[src/rtl/lsu_mem_ctrl.sv]
// MEM-stage load/store controller: single-outstanding req/gnt/rvalid handshake.
// Optional `MISALIGN_TRAP_EN: word-crossing accesses pulse misalign instead of issuing.
module lsu_mem_ctrl #(
  parameter int ADDR_W = 32
) (
  input  logic              clk,
  input  logic              rst_n,
  input  logic              start,
  input  logic [4:0]        mem_op,
  input  logic [ADDR_W-1:0] addr,
  input  logic [31:0]       wdata,
  output logic              dmem_req,
  output logic              dmem_we,
  output logic [ADDR_W-1:0] dmem_addr,
  output logic [3:0]        dmem_be,
  output logic [31:0]       dmem_wdata,
  input  logic              dmem_gnt,
  input  logic              dmem_rvalid,
  input  logic [31:0]       dmem_rdata,
  output logic [31:0]       dataout,
  output logic [ADDR_W-1:0] addr_q,
  output logic [4:0]        mem_op_q,
  output logic              done,
`ifdef MISALIGN_TRAP_EN
  output logic              misalign,
`endif
  output logic              stall
);

  localparam logic [1:0] MEM_BYTE = 2'd0;
  localparam logic [1:0] MEM_HALF = 2'd1;
  localparam logic [1:0] MEM_WORD = 2'd2;

  typedef enum logic [1:0] {
    S_IDLE = 2'd0,
    S_REQ  = 2'd1,
    S_WAIT = 2'd2,
    S_DONE = 2'd3
  } state_t;

  function automatic logic [3:0] lane_be(input logic [1:0] size, input logic [1:0] a);
    logic [3:0] be;
    case (size)
      MEM_BYTE: be = 4'b0001 << a;
      MEM_HALF: be = 4'b0011 << a;
      MEM_WORD: be = 4'b1111;
      default:  be = 4'b1111;
    endcase
    return be;
  endfunction

  // Lanes shifted past byte 3 fall off the top of the 32-bit word.
  function automatic logic [31:0] lane_wdata(input logic [1:0] size, input logic [1:0] a,
                                             input logic [31:0] d);
    logic [31:0] wd;
    case (size)
      MEM_BYTE: wd = {4{d[7:0]}};
      MEM_HALF: wd = {16'h0000, d[15:0]} << {a, 3'b000};
      MEM_WORD: wd = d;
      default:  wd = d;
    endcase
    return wd;
  endfunction

`ifdef MISALIGN_TRAP_EN
  function automatic logic crosses_word(input logic [1:0] size, input logic [1:0] a);
    logic bad;
    case (size)
      MEM_BYTE: bad = 1'b0;
      MEM_HALF: bad = (a == 2'd3);
      MEM_WORD: bad = (a != 2'd0);
      default:  bad = (a != 2'd0);
    endcase
    return bad;
  endfunction
`endif

  state_t              state_q, state_d;
  logic                req_q, req_d;
  logic                we_q, we_d;
  logic [ADDR_W-1:0]   daddr_q, daddr_d;
  logic [3:0]          be_q, be_d;
  logic [31:0]         dwdata_q, dwdata_d;
  logic [31:0]         rdata_q, rdata_d;
  logic [ADDR_W-1:0]   addr_lat_q, addr_lat_d;
  logic [4:0]          op_lat_q, op_lat_d;
  logic                done_q, done_d;
  logic                op_valid_s;
  logic                accept_s;

  // Exactly one of load/store marks a real command; anything else is a no-op.
  assign op_valid_s = start && (mem_op[3] ^ mem_op[4]) && (state_q == S_IDLE);

`ifdef MISALIGN_TRAP_EN
  logic misalign_q, misalign_d;
  logic trap_s;
  assign trap_s   = op_valid_s && crosses_word(mem_op[1:0], addr[1:0]);
  assign accept_s = op_valid_s && !trap_s;
  assign misalign = misalign_q;
`else
  assign accept_s = op_valid_s;
`endif

  // State and datapath registers
  always_ff @(posedge clk) begin
    if (!rst_n) begin
      state_q    <= S_IDLE;
      req_q      <= 1'b0;
      we_q       <= 1'b0;
      daddr_q    <= '0;
      be_q       <= 4'b0000;
      dwdata_q   <= 32'h0000_0000;
      rdata_q    <= 32'h0000_0000;
      addr_lat_q <= '0;
      op_lat_q   <= 5'b00000;
      done_q     <= 1'b0;
`ifdef MISALIGN_TRAP_EN
      misalign_q <= 1'b0;
`endif
    end else begin
      state_q    <= state_d;
      req_q      <= req_d;
      we_q       <= we_d;
      daddr_q    <= daddr_d;
      be_q       <= be_d;
      dwdata_q   <= dwdata_d;
      rdata_q    <= rdata_d;
      addr_lat_q <= addr_lat_d;
      op_lat_q   <= op_lat_d;
      done_q     <= done_d;
`ifdef MISALIGN_TRAP_EN
      misalign_q <= misalign_d;
`endif
    end
  end

  // Next-state logic
  always_comb begin
    state_d = state_q;
    case (state_q)
      S_IDLE: begin
        if (accept_s) state_d = S_REQ;
        else          state_d = S_IDLE;
      end
      S_REQ: begin
        if (dmem_gnt) state_d = op_lat_q[4] ? S_DONE : S_WAIT;
        else          state_d = S_REQ;
      end
      S_WAIT: begin
        if (dmem_rvalid) state_d = S_DONE;
        else             state_d = S_WAIT;
      end
      S_DONE:  state_d = S_IDLE;
      default: state_d = S_IDLE;
    endcase
  end

  // Next values for the registered memory-side and aligner-side outputs
  always_comb begin
    if (accept_s) begin
      we_d       = mem_op[4];
      daddr_d    = {addr[ADDR_W-1:2], 2'b00};
      be_d       = lane_be(mem_op[1:0], addr[1:0]);
      dwdata_d   = lane_wdata(mem_op[1:0], addr[1:0], wdata);
      addr_lat_d = addr;
      op_lat_d   = mem_op;
    end else begin
      we_d       = we_q;
      daddr_d    = daddr_q;
      be_d       = be_q;
      dwdata_d   = dwdata_q;
      addr_lat_d = addr_lat_q;
      op_lat_d   = op_lat_q;
    end
    if ((state_q == S_WAIT) && dmem_rvalid) rdata_d = dmem_rdata;
    else                                    rdata_d = rdata_q;
    req_d  = (state_d == S_REQ);
    done_d = (state_d == S_DONE);
`ifdef MISALIGN_TRAP_EN
    misalign_d = trap_s;
`endif
  end

  // Outputs; stall also covers the IDLE cycle in which a command is accepted
  always_comb begin
    stall      = accept_s || (state_q == S_REQ) || (state_q == S_WAIT);
    dmem_req   = req_q;
    dmem_we    = we_q;
    dmem_addr  = daddr_q;
    dmem_be    = be_q;
    dmem_wdata = dwdata_q;
    dataout    = rdata_q;
    addr_q     = addr_lat_q;
    mem_op_q   = op_lat_q;
    done       = done_q;
  end

endmodule
[config.mk]
export PLATFORM = sky130hd
export DESIGN_NAME = lsu_mem_ctrl
export DESIGN_NICKNAME = d
export VERILOG_FILES = /design/src/rtl/lsu_mem_ctrl.sv
export SDC_FILE = /design/constraint.sdc
export NUM_CORES = 1
export LEC_CHECK = 0
export CAP_MARGIN = 20
export CORE_ASPECT_RATIO = 0.75
export CORE_MARGIN = 4
export CORE_UTILIZATION = 25
export DETAILED_ROUTE_END_ITERATION = 6
export GPL_ROUTABILITY_DRIVEN = 0
export REMOVE_ABC_BUFFERS = 1
export SLEW_MARGIN = 40
export SYNTH_ARGS = -nofsm -noshare
export SYNTH_HDL_FRONTEND = slang
export SYNTH_SLANG_ARGS = --single-unit
[constraint.sdc]
create_clock -name clk -period 2.2 [get_ports clk]
set_clock_uncertainty 0.1 [all_clocks]
set_input_delay 0.55 -clock clk [delete_from_list [all_inputs] [get_ports clk]]
set_output_delay 0.55 -clock clk [all_outputs]
set_load 0.005 [all_outputs]
# Word level (Yosys, flattened, before mapping)
# Index checks and enable logic that the tools add are counted.
# word_totals
reg_bits	140
latchBits	0
rom_bits	0
out_inout_bits	141
mem_count	0
mem_bits_rw	0
# classes
n_div	0
n_bitwise	1
mul	0
n_mux	7
addsub	0
eq_ne	6
n_reduce_logical	7
n_lt_le_gt_ge	0
shift	3
# op_table
operator	n
case mux 32 bit (2 select lines)	1
left shift 16 x 5 -> 32 bit	1
case mux 2 bit (4 select lines)	1
case mux 4 bit (2 select lines)	1
== test 2 x 1 -> 1 bit, second input constant	3
== test 2 bit, second input constant	3
zero test 2 bit	2
left shift 1 x 2 -> 4 bit, first input constant	1
left shift 2 x 2 -> 4 bit, first input constant	1
logical AND 1 bit	3
two-way mux 1 bit	3
logical OR 1 bit	2
two-way mux 2 bit	1
bitwise XOR 1 bit	1

# Depth between registers and ports, before layout
# logic_depth
ltp_word	6
depth_mapped	6
ltp_nobuf	3

# Least setup slack after synthesis
# OpenSTA, ideal clock, no wires.
# synth_path
path_kind	input-to-output
from	input port mem_op[3]
to	output port stall
t_required_ns	1.550
path_stages	5
setup_slack_ns	-0.056
t_arrival_ns	1.606
path_buffers	2
cell_sequence	clkbuf_2 xnor2_2 nor2_1 buf_2 or3_1
# synth_via
elab_chain_len	5
# synth_rtl
element	line_no	source
from (decl)	9	input logic [4:0] mem_op,
bitwise XOR 1 bit	92	assign op_valid_s = start && (mem_op[3] ^ mem_op[4]) && (state_q == S_IDLE);
logical AND 1 bit (2 in series)	92	
logical OR 1 bit (2 in series)	186	stall = accept_s || (state_q == S_REQ) || (state_q == S_WAIT);
to (decl)	27	output logic stall
# Every way passes these cells.

# Final worst setup path
# Same ends and word-level chain as after synthesis.

==> flow_summary.ini <==
[sta]
postLayoutSetupSlackWorst_ps = 33.0
finalSetupViolCount = 0
post-route-min-period_ps = 2170
fmax_mhz = 461
rsz0062_at_grt = false
fin_crit_sh = 0.985
slew_violations = 0
hold_violations = 0

[critical_path]
worst_setup_path_start_kind = input pin
max_stage_delay_ps = 390
rr_worst_depth = 6
crit_type = in -> out
cpMaxStageDelayCell = or3_4
rr_endpoint = dmem_wdata[19]$_SDFFE_PN0P_
path_max_fanout = 2
cp.required_ps = 1550
endpoint_kind = primary output
crit_arrival_ps = 1520
r2r-start = state_q[1]$_SDFF_PN0_
cp_cell_sequence = clkdlybuf4s15_2 -> xnor2_4 -> nor2_4 -> or3_4 -> buf_6
r2r_slack_ps = 470

[global_routing]
grt_pass1_vias = 5226
grt_max_degree = 54
grt_overflow_total = 0
grt_use_total = 0.159
antenna_found_initial = 0
grt_pass1_wl_um = 28400

[finish]
area_growth_syn_to_layout_pct = 62.0
n_antenna_cell = 0
drive_gt1_frac = 0.0976
fillCellCount = 1933
nets = 931

[synth]
ys.flop_type = dfxtp_1
avgSynthCellArea_um2 = 8.19
async_flop_share = 0
synth_edf_count = 0
synthesis.area_mm2 = 0.00501
syn_inst = 612
ys_seq_elements = 109
netlist.area_leader.share = 0.435
yosysSeqAreaShare = 0.435
yosysTopAreaCell = dfxtp_1
synth_area_leaders = dfxtp_1 (44%), a21oi_1 (11%), o21ai_0 (5.9%)
ys_types = 40
yosys_warnings = 0

[cts]
clock_latency_ps = 350
clock_path_buffers = 2
path_clk_slew_ps = 80
clockRootBuffer = clkbuf_16
cts_buffers = 9
clock-sinks = 109
cts_tree = done
ctsHoldBuffers = 0
htree_levels = 3

[detailed_routing]
drtIter0Drc = 266
routedWlPerCell_um = 17.5
drtPass1Iterations = 5
drc_errors = 0
wl_um = 18900
antenna_left = 0
vias_per_cell = 4.91
vias = 5317

[power]
p_leak_nw = 2.86
p_per_area_mw_per_mm2 = 618
irDropWorstVdd_v = 0.000365
p_total_mw = 5.02

[hold_path]
holdPathStages = 2
hold_start = dataout[2]$_SDFFE_PN0P_
min_path_type = reg -> reg
min_to = dataout[2]$_SDFFE_PN0P_

[placement]
port_buffers = 244
hpwl_um = 13400
pre_cts_ws_ps = -760

[job]
maxCapViolCount = 0

[floorplan]
num_rows = 44
start_util = 0.257
core_area_mm2 = 0.0195
die_area_mm2 = 0.0224
die_h_um = 131
die_w_um = 172
io_pins = 247

[status]
status = complete, no violations
## per-layer routing
layer / vias to the layer above / track usage / routed length, um
li1: 2592 / - / -
met1: 2531 / 0.219 / 8730
met2: 177 / 0.251 / 8710
met3: 17 / 0.0409 / 1200
met4: 0 / 0.0405 / 260
met5: - / 0 / 0
## how the worst max path moves through the flow
stage / start / to / slack [ps] / cells past startpoint
after CTS: start / stall / 7 / 5
final: mem_op[3] / stall / 30 / 5
after global routing: mem_op[3] / stall / 2 / 5
after floorplan: start / dmem_wdata[16]$_SDFFE_PN0P_ / -3850 / 3
after detailed placement: start / stall / -760 / 5
after global placement: start / stall / -770 / 5
## cells in the mapped netlist (all sizes together) (9+ instances only)
cell type and instances:
a21oi 106, a22oi 14, a311oi 18, and3b 9
buf 46, clkbuf 49, dfxtp 109, nand2 67
nand3 35, nand3b 17, nor2b 11, o21ai 59
## timing repair
| action | 4_1_cts | 5_1_grt |
|---|---|---|
| gates cloned | 0 | 0 |
| resized for setup | 14 | 4 |
| endpoints found under the setup margin | 1 | 1 |
| pin swaps | 3 | 2 |
| buffers inserted | 1 | 0 |
## stage by stage
step | cell area, um^2 | hold slack (ps) | utilization | cells | TNS (ps)
final | 8120 | 355 | 0.416 | 1083 | 0
after global routing | 8120 | 373 | 0.416 | 1083 | 0
after CTS | 8130 | 357 | 0.416 | 1083 | 0
after detailed placement | 7820 | 346 | 0.400 | 1066 | -11240
after global placement | 7820 | 341 | 0.400 | 1066 | -10250
after floorplan | 4530 | 350 | - | 518 | -231730
## state kept, by name, summed over array words and instances, names as in the netlist
| name | count |
|---|---|
| mem_op_q | 4 |
| dmem_wdata | 32 |
| dmem_be | 4 |
| addr_q | 32 |
| dmem_req | 1 |
| dataout | 32 |
| state_q | 2 |
| done | 1 |
| dmem_we | 1 |
## layout make-up
class	instances	area (um^2)	share of cell area
repair buffers	296	2950	0.363
multi-input cells	404	2370	0.292
flip-flops and latches	109	2180	0.269
well taps	253	317	0.0390
clock buffers	9	225	0.0277
clock inverters	7	61.3	0.00755
inverters	5	20.0	0.00246
## worst max-delay path, delay by kind of cell
kind	cells	cell delay (ps)
and+or+nand+nor	2	440
xor gates and xnor gates	1	180
buffers and inverters	2	340
## logic make-up (layout without fill, tap and decap cells)
family,after synthesis,after routing,share of synthesized area
multiplexers,1,1,0.00225
buffers and inverters,100,317,0.102
other,1,2,0.000748
AO/OA/AOI/OAI,239,239,0.289
XOR/XNOR,2,2,0.00649
AND/OR/NAND/NOR,160,160,0.165
flip-flops,109,109,0.435
## cell usage in the layout (no fill, tap or decap), types with 2 or more instances in the layout
cell type,instances
clkdlybuf4s50_1,240
dfxtp_1,109
a21oi_1,106
nand2_1,67
o21ai_0,59
buf_4,42
nand3_1,35
a311oi_1,18
nand3b_1,17
a22oi_1,14
nor2b_1,11
buf_12,10
and3b_1,9
clkbuf_16,9
a22o_1,8
a21o_1,8
o311a_1,8
o2111ai_1,8
and2_1,7
nor2_1,4
inv_1,4
inv_6,3
clkinv_2,2
o211ai_1,2
nand2b_1,2
o21bai_1,2
a211oi_1,2
nor3b_1,2
conb_1,2
inv_8,2
clkbuf_2,2
## where the power goes
part	total, mW	switching (mW)	leakage, nW	internal, mW
Clock	1.63	0.835	0.141	0.797
Combinational	1.22	0.530	1.83	0.690
Sequential	2.17	0.0782	0.888	2.09
(Power assumes the default switching activity.)
